### config.mk
export PLATFORM = sky130hd
export DESIGN_NAME = bit_serial_alu_ctrl
export DESIGN_NICKNAME = d
export VERILOG_FILES = /design/src/rtl/bit_serial_alu_ctrl.sv
export SDC_FILE = /design/constraint.sdc
export NUM_CORES = 1
export LEC_CHECK = 0
export ABC_CLOCK_PERIOD_IN_PS = 2100
export BUFFER_PORTS_ARGS = -buffer_cell sky130_fd_sc_hd__clkbuf_2
export CORE_MARGIN = 1.5
export CORE_UTILIZATION = 30
export DETAILED_ROUTE_END_ITERATION = 6
export SLEW_MARGIN = 20
export SYNTH_ARGS = -nofsm -noshare
export SYNTH_HDL_FRONTEND = slang
export SYNTH_SLANG_ARGS = --single-unit
### constraint.sdc
create_clock -name clk -period 2.1 [get_ports clk]
set_input_delay 0.105 -clock clk [delete_from_list [all_inputs] [get_ports clk]]
set_output_delay 0.105 -clock clk [all_outputs]
set_load 0.02 [all_outputs]
### src/rtl/bit_serial_alu_ctrl.sv
// bit_serial_alu_ctrl
//   Runs a 1-bit AND/OR/ADD slice over WIDTH-bit operands, LSB first, one bit
//   per clock, giving a start/busy/done multi-bit ALU.
//
// Ports
//   clk, rst     clock; asynchronous active-high reset
//   start        request, honoured only in IDLE or DONE
//   a, b         operands, latched on accept
//   ainv, binv   invert A / B before the slice, latched on accept
//   op           00=AND, 01=OR, 1x=ADD, latched on accept
//   carryin      initial carry, latched on accept
//   busy         high while the operation is running
//   done         one-cycle pulse in the cycle the result becomes valid
//   result       final result, held until the next completion
//   carryout     carry out of MSB for ADD, latched carryin for AND/OR
//   overflow     ADD only: carry into MSB xor carry out of MSB
//   zero         result == 0
//   state_dbg    current FSM state (0=IDLE, 1=RUN, 2=DONE)
//
// Handshake: a request is taken on any posedge where start=1 and the block is
// in IDLE or DONE. busy rises for exactly WIDTH cycles, then done pulses for
// one cycle with the new result. start while busy is ignored.

module bit_serial_alu_ctrl #(
  parameter int WIDTH = 8
) (
  input  logic             clk,
  input  logic             rst,
  input  logic             start,
  input  logic [WIDTH-1:0] a,
  input  logic [WIDTH-1:0] b,
  input  logic             ainv,
  input  logic             binv,
  input  logic [1:0]       op,
  input  logic             carryin,
  output logic             busy,
  output logic             done,
  output logic [WIDTH-1:0] result,
  output logic             carryout,
  output logic             overflow,
  output logic             zero,
  output logic [1:0]       state_dbg
);

  localparam int CW = $clog2(WIDTH);
  localparam logic [CW-1:0] LAST = CW'(WIDTH - 1);

  typedef enum logic [1:0] {
    S_IDLE = 2'd0,
    S_RUN  = 2'd1,
    S_DONE = 2'd2
  } state_t;

  state_t state, state_nxt;

  logic [WIDTH-1:0] a_sr, b_sr;
  logic [WIDTH-2:0] acc;       // bits already produced, MSB-aligned
  logic [CW-1:0]    cnt;
  logic             ainv_q, binv_q, c;
  logic [1:0]       op_q;

  logic             accept, last, is_add, wa, wb, r, c_nxt;
  logic [WIDTH-1:0] res_final;

  always_comb begin
    accept    = start && (state == S_IDLE || state == S_DONE);
    last      = (cnt == LAST);
    is_add    = op_q[1];
    wa        = a_sr[0] ^ ainv_q;
    wb        = b_sr[0] ^ binv_q;
    c_nxt     = (wa & wb) | (wa & c) | (wb & c);
    r         = 1'b0;
    if (is_add)       r = wa ^ wb ^ c;
    else if (op_q[0]) r = wa | wb;
    else              r = wa & wb;
    // New bit enters at the MSB; after WIDTH steps bit 0 sits at position 0.
    res_final = {r, acc};
  end

  always_comb begin
    state_nxt = state;
    case (state)
      S_IDLE:  if (accept) state_nxt = S_RUN;
      S_RUN:   if (last)   state_nxt = S_DONE;
      S_DONE:  state_nxt = accept ? S_RUN : S_IDLE;
      default: state_nxt = S_IDLE;
    endcase
  end

  always_ff @(posedge clk or posedge rst) begin
    if (rst) state <= S_IDLE;
    else     state <= state_nxt;
  end

  always_ff @(posedge clk or posedge rst) begin
    if (rst) begin
      a_sr     <= '0;
      b_sr     <= '0;
      acc      <= '0;
      cnt      <= '0;
      ainv_q   <= 1'b0;
      binv_q   <= 1'b0;
      op_q     <= 2'b00;
      c        <= 1'b0;
      result   <= '0;
      carryout <= 1'b0;
      overflow <= 1'b0;
      zero     <= 1'b0;
    end else if (accept) begin
      a_sr   <= a;
      b_sr   <= b;
      ainv_q <= ainv;
      binv_q <= binv;
      op_q   <= op;
      c      <= carryin;
      cnt    <= '0;
      acc    <= '0;
    end else if (state == S_RUN) begin
      a_sr <= a_sr >> 1;
      b_sr <= b_sr >> 1;
      acc  <= res_final[WIDTH-1:1];
      cnt  <= cnt + CW'(1);
      if (is_add) c <= c_nxt;
      if (last) begin
        result   <= res_final;
        carryout <= is_add ? c_nxt : c;
        // c here is still the carry into the MSB.
        overflow <= is_add & (c ^ c_nxt);
        zero     <= (res_final == '0);
      end
    end
  end

  assign busy      = (state == S_RUN);
  assign done      = (state == S_DONE);
  assign state_dbg = state;

endmodule
==> impl_metrics.toml, run 1 <==
[pwr]
finalPower_mw = 3.68
combPwrFrac = 0.403
leakage_nw = 1.15
p_int_mw = 2.25
switching_power_mw = 1.42
p_clk_frac = 0.185
power-per-cell-area_nw_per_um2 = 1610
swShare = 0.387
max-vdd-ir-drop_uv = 671
p_seq_frac = 0.412

[run_status]
status = "finished, final reports clean"

[cells_and_area]
post-route-util = 0.380
finalNetCount = 228
stdcell_area_sq_um = 2280
stdcell_count = 276
antennaDiodeCount = 0
final_cell_mix = "dfrtp_1 (44), clkbuf_2 (38), nand2_1 (35), a22oi_1 (13), a22o_1 (11)"
final_common_cell = "dfrtp_1"
register_area_sq_um = 1100
fillerInstances = 602
syn_to_final_growth_pct = 21.1
final_layout_size_suffix_gt1_frac = 0.333
multi_input_area_sq_um = 701

[global_routing]
grt_usage = 0.120
grt_pass1_vias = 1219
grt_max_degree = 29
antenna_found_initial = 0
grt.overflow.total = 0
grt_pass1_wl_um = 6110

[floorplan]
core_sq_um = 5990
die_height_um = 82.2
die-area_sq_um = 6760
boundaryPins = 39
start_util = 0.314
die_width_um = 82.2
rows = 28

[setup_path]
cpPeakStageDelay_ps = 470
worstSetupPathType = "reg -> reg"
cp-start-kind = "flip-flop"
cp.arrival_ps = 1870
path_max_fanout = 3
cp_slowest_cell = "fa_1"
crit_chain = "xnor2_1 -> fa_1 -> nand2_1 -> o311ai_1 -> a22o_1"
endpoint_kind = "flip-flop"
crit_required_ps = 2290

[logic_synthesis]
synth.area.top_cells = "dfrtp_1 (59%), nand2_1 (7.0%), mux2_2 (5.4%)"
ys_types = 30
yosysTopAreaCell = "dfrtp_1"
syn_area_sq_um = 1880
syn_avg_cell_area_sq_um = 11.9
yosys.area.top_type_share = 0.585
synth_seq_cells = 44
synth_top_flop_cell = "dfrtp_1"
syn_inst = 158
synth-edff-count = 0
async_reset_ff_frac = 1.00
ys_warn_count = 0
ys_seq_area_frac = 0.585
synth_nets = 186

[sta]
fin_hold_ws_ps = 20.5
setup_ws_ps = 418
finalHoldViolations = 0
slew_headroom = 0.598
fin_setup_tns_ps = 0
fin_skew_ps = 9.35
fmax_ghz = 0.594
rsz0062_at_grt = "false"
post-route-period-util = 0.801
report.final.slew_viol_count = 0
setup_viol = 0
worst_pin_slew_ps = 602
finalCriticalPeriod_ps = 1680

[drt]
wl_per_cell_um = 12.9
totalWireLength_um = 3570
via_per_inst = 4.61
drtIter0Drc = 59
route.antenna.remaining_nets = 0
dr_total_vias = 1272
drc = 0
firstDrtPassIters = 4

[clocking]
clockBufferDepth = 2
cts_resized = 0
cts_sinks = 44
clock_latency_ps = 300
path_clk_slew_ps = 90
tritoncts = "done"
htreeDepth = 2
clockRootBuffer = "clkbuf_8"
cts_made_buffers = 5

[placement]
dpl-instance-area_sq_um = 2140
port_buffers = 38
placedCellCount = 266
place_hpwl_um = 2420
preCtsSetupSlack_ps = 403
place.gp.congestion = 0.711

[min_path]
hold_path_class = "in -> reg"

[flow_run]
drv_cap = 0
-- power by group through the flow --
stage / clock network [mW] / logic, mW / registers, mW
3_5_place_dp: 0 / 1.51 / 1.54
5_1_grt: 0.729 / 1.69 / 1.58
4_1_cts: 0.694 / 1.51 / 1.52
2_1_floorplan: 0 / 1.08 / 1.61
6_report: 0.680 / 1.48 / 1.52
3_3_place_gp: 0 / 1.47 / 1.53
-- metal layers --
| metal | vias to the layer above | global-route usage | routed length, um |
|---|---|---|---|
| met4 | 0 | 0.0458 | 39 |
| met1 | 600 | 0.175 | 1820 |
| met5 | - | 0 | 0 |
| met2 | 34 | 0.168 | 1510 |
| met3 | 5 | 0.0319 | 190 |
| li1 | 633 | - | - |
-- critical path, delay by kind of cell, from the launching register on --
kind	cells	cell delay, ps
fa+ha+maj	1	470
simple gates	1	70
flops	1	390
xor+xnor	1	300
compound gates	2	340
-- final cells by class --
type,count,area share
multi-input cells,99,0.308
inverters,6,0.0121
flip-flops and latches,44,0.483
repair buffers,44,0.105
well taps,75,0.0412
clock buffers,5,0.0302
clock inverters,3,0.0203
-- Yosys cell counts (all sizes together) (2+ instances only) --
library cell	n
mux2	11
a22o	11
a22oi	13
dfrtp	44
nor4	2
nor2b	2
inv	5
xnor2	2
nand2	36
o21ai	7
buf	8
ha	3
-- cells by family (layout without fill, tap and decap cells) --
logic type	count (synthesis)	after routing	synth area share
buf+inv	15	58	0.0439
mux	12	12	0.0751
flops	44	44	0.585
compound gates	36	36	0.142
xor+xnor	3	3	0.0140
fa+ha+maj	4	4	0.0306
simple gates	44	44	0.110
-- worst paths after layout --
path                          from   endpoint  slack, ps  depth (start not counted)
max in group asynchronous      rst    b_sr[1]       1130                          4
setup / recovery            ainv_q       zero        420                          5
hold reg to reg            a_sr[1]    a_sr[1]        480                          2
hold / removal                b[2]    b_sr[2]         20                          3
setup reg to reg            ainv_q       zero        420                          5
min in group asynchronous      rst  result[4]        400                          3
-- registers in the layout (all words and copies together), names as in the netlist, 2 cells and up --
register,cells
a_sr,8
cnt,3
b_sr,8
state_dbg,2
result,8
op_q,2
acc,7
-- timing repair --
action,in CTS,in global routing
setup buffers,0,0
hold buffers,2,0
hold endpoints to repair,27,0
(Power assumes the default switching activity.)
==> run 2, diff against run 1 <==
- ABC_AREA: default -> 1
- ABC_CLOCK_PERIOD_IN_PS: 2100 -> 1370
- clock period: 2.1 -> 1.37 ns (I/O delays scaled with it)
==> impl_metrics.toml, run 2 <==
[placement]
placedCellCount = 321
place.gp.congestion = 0.735
dpl-instance-area_sq_um = 2310
port_buffers = 38
preCtsSetupSlack_ps = -116
place_hpwl_um = 2670

[setup_path]
worstSetupPathType = "reg -> reg"
path_max_fanout = 3
cp_slowest_cell = "fa_1"
cpPeakStageDelay_ps = 400
critPathBufInv = 1
cp.arrival_ps = 1680
endpoint_kind = "flip-flop"
r2r_cells = 8
cp-start-kind = "flip-flop"
cp.depth = 8
crit_chain = "inv_2 -> nand2_2 -> nand2_2 -> fa_1 -> or2_4 -> nand2_2 -> nand2_1 -> nand2_1"
cp_top_family = "simple AND/OR/NAND/NOR gates"
crit_required_ps = 1610
rrSetupSlack_ps = -70
cp_common_cell = "nand2_2"

[clocking]
tritoncts = "done"
path_clk_slew_ps = 80
htreeDepth = 2
clockRootBuffer = "clkbuf_8"
cts_made_buffers = 5
clock_latency_ps = 290
clockBufferDepth = 2
cts_sinks = 44

[logic_synthesis]
syn_avg_cell_area_sq_um = 9.69
synth_seq_cells = 44
ys_types = 23
synth.area.top_cells = "dfrtp_1 (57%), nand2_1 (9.8%), inv_1 (6.7%)"
async_reset_ff_frac = 1.00
syn_inst = 201
ys_warn_count = 0
syn_area_sq_um = 1950
synthTopCellsByCount = "nand2_1 (51), dfrtp_1 (44), inv_1 (35), o221ai_1 (14), nor2_1 (9)"
synth_top_flop_cell = "dfrtp_1"
yosysTopAreaCell = "dfrtp_1"
ys_seq_area_frac = 0.565
synth_nets = 229
yosysMostFrequentCell = "nand2_1"
yosys.area.top_type_share = 0.565
synth-edff-count = 0

[sta]
fin_hold_ws_ps = 6.90
report.final.slew_viol_count = 0
setup_ws_ps = -70.5
finalCriticalPeriod_ps = 1440
worst_pin_slew_ps = 545
slew_headroom = 0.637
setup_viol = 6
finalHoldViolations = 0
fin_setup_tns_ps = -253
fin_skew_ps = 6.53
rsz0062_at_grt = "true"
fmax_ghz = 0.694
post-route-period-util = 1.05

[drt]
via_per_inst = 4.44
dr_total_vias = 1584
wl_per_cell_um = 10.9
totalWireLength_um = 3890
firstDrtPassIters = 4
drc = 0
drtIter0Drc = 55
route.antenna.remaining_nets = 0

[cells_and_area]
fillerInstances = 642
stdcell_count = 357
antennaDiodeCount = 0
final_common_cell = "nand2_1"
stdcell_area_sq_um = 2710
syn_to_final_growth_pct = 39.1
top_regs = "a_sr (8), b_sr (8), result (8)"
final_cell_mix = "nand2_1 (44), dfrtp_1 (43), clkbuf_2 (38), inv_1 (29), dlygate4sd3_1 (20)"
finalNetCount = 307
final_layout_size_suffix_gt1_frac = 0.339
post-route-util = 0.429

[run_status]
status = "complete, but fails checks"
violations = "negative setup slack"

[global_routing]
antenna_found_initial = 0
grt_pass1_wl_um = 6740
grt_usage = 0.119
grt.overflow.total = 0
grt_max_degree = 45
grt_pass1_vias = 1540

[pwr]
swShare = 0.388
finalPower_mw = 6.05
leakage_nw = 1.35
power-per-cell-area_nw_per_um2 = 2230
p_int_mw = 3.71
p_seq_frac = 0.356
p_clk_frac = 0.160
switching_power_mw = 2.34
combPwrFrac = 0.483
max-vdd-ir-drop_uv = 1170

[flow_run]
drv_cap = 0

[floorplan]
die_width_um = 83.6
start_util = 0.309
die-area_sq_um = 6990
die_height_um = 83.6
boundaryPins = 39
core_sq_um = 6310
rows = 29

[min_path]
hold_depth = 3
hold_path_class = "in -> reg"
run 2: cell types whose count changed after synthesis, moves of 6 or more:
cell,change
o221ai_1,+14
o21ai_2,+6
nor2_1,+9
mux2_2,-9
a22oi_1,-13
o22ai_1,+7
inv_1,+30
a22o_1,-9
nand2_1,+16
run 2: area by class of cell:
type	count	area [sq um]	share of cell area
tap	77	96.3	0.0355
timing repair buffer	78	566	0.209
clock buffer	6	72.6	0.0268
clock inverter	2	35.0	0.0129
multi-input combinational	113	694	0.256
sequential	44	1100	0.407
inverter	37	144	0.0531
run 2: final timing paths:
kind                           endpoint      start
min in group asynchronous       b_sr[4]        rst
hold reg to reg               result[3]  result[3]
setup / recovery              result[7]     ainv_q
setup reg to reg              result[7]     ainv_q
max in group asynchronous  state_dbg[0]        rst
hold / removal                  b_sr[1]       b[1]
run 2: worst reg2reg max path, cell delays in order (launching register included):
cell and delay (ps):
dfrtp_1 390, inv_2 70, nand2_2 40, nand2_2 80, fa_1 400, or2_4 250
nand2_2 60, nand2_1 50, nand2_1 50
run 2: kinds of logic after synthesis:
family                     after synthesis  synth area share
buffers and inverters                   44            0.0989
AOI/OAI and AO/OA                       41             0.155
DFF                                     44             0.565
adders and majority gates                4            0.0295
and+or+nand+nor                         68             0.152
run 2: layer usage:
layer / share of wire / vias to the layer above / track usage
met5: 0 / - / 0
met4: 0.011 / 0 / 0.0358
met3: 0.041 / 4 / 0.0326
met2: 0.46 / 35 / 0.193
met1: 0.49 / 736 / 0.155
li1: - / 809 / -
run 2: repair_timing:
item | 4_1_cts | 5_1_grt
setup buffers | 3 | 5
pin swaps | 2 | 4
endpoints found under the hold margin | 63 | 0
setup endpoints to repair | 14 | 14
gates resized for setup | 6 | 11
hold buffers | 20 | 0
run 2: power by group through the flow:
stage          logic (mW)  clock network [mW]  registers [mW]
2_1_floorplan        1.75                   0            2.32
3_3_place_gp         2.62                   0            2.15
3_5_place_dp         2.66                   0            2.17
4_1_cts              2.79               0.995            2.15
5_1_grt              3.30                1.06            2.22
6_report             2.93               0.969            2.16
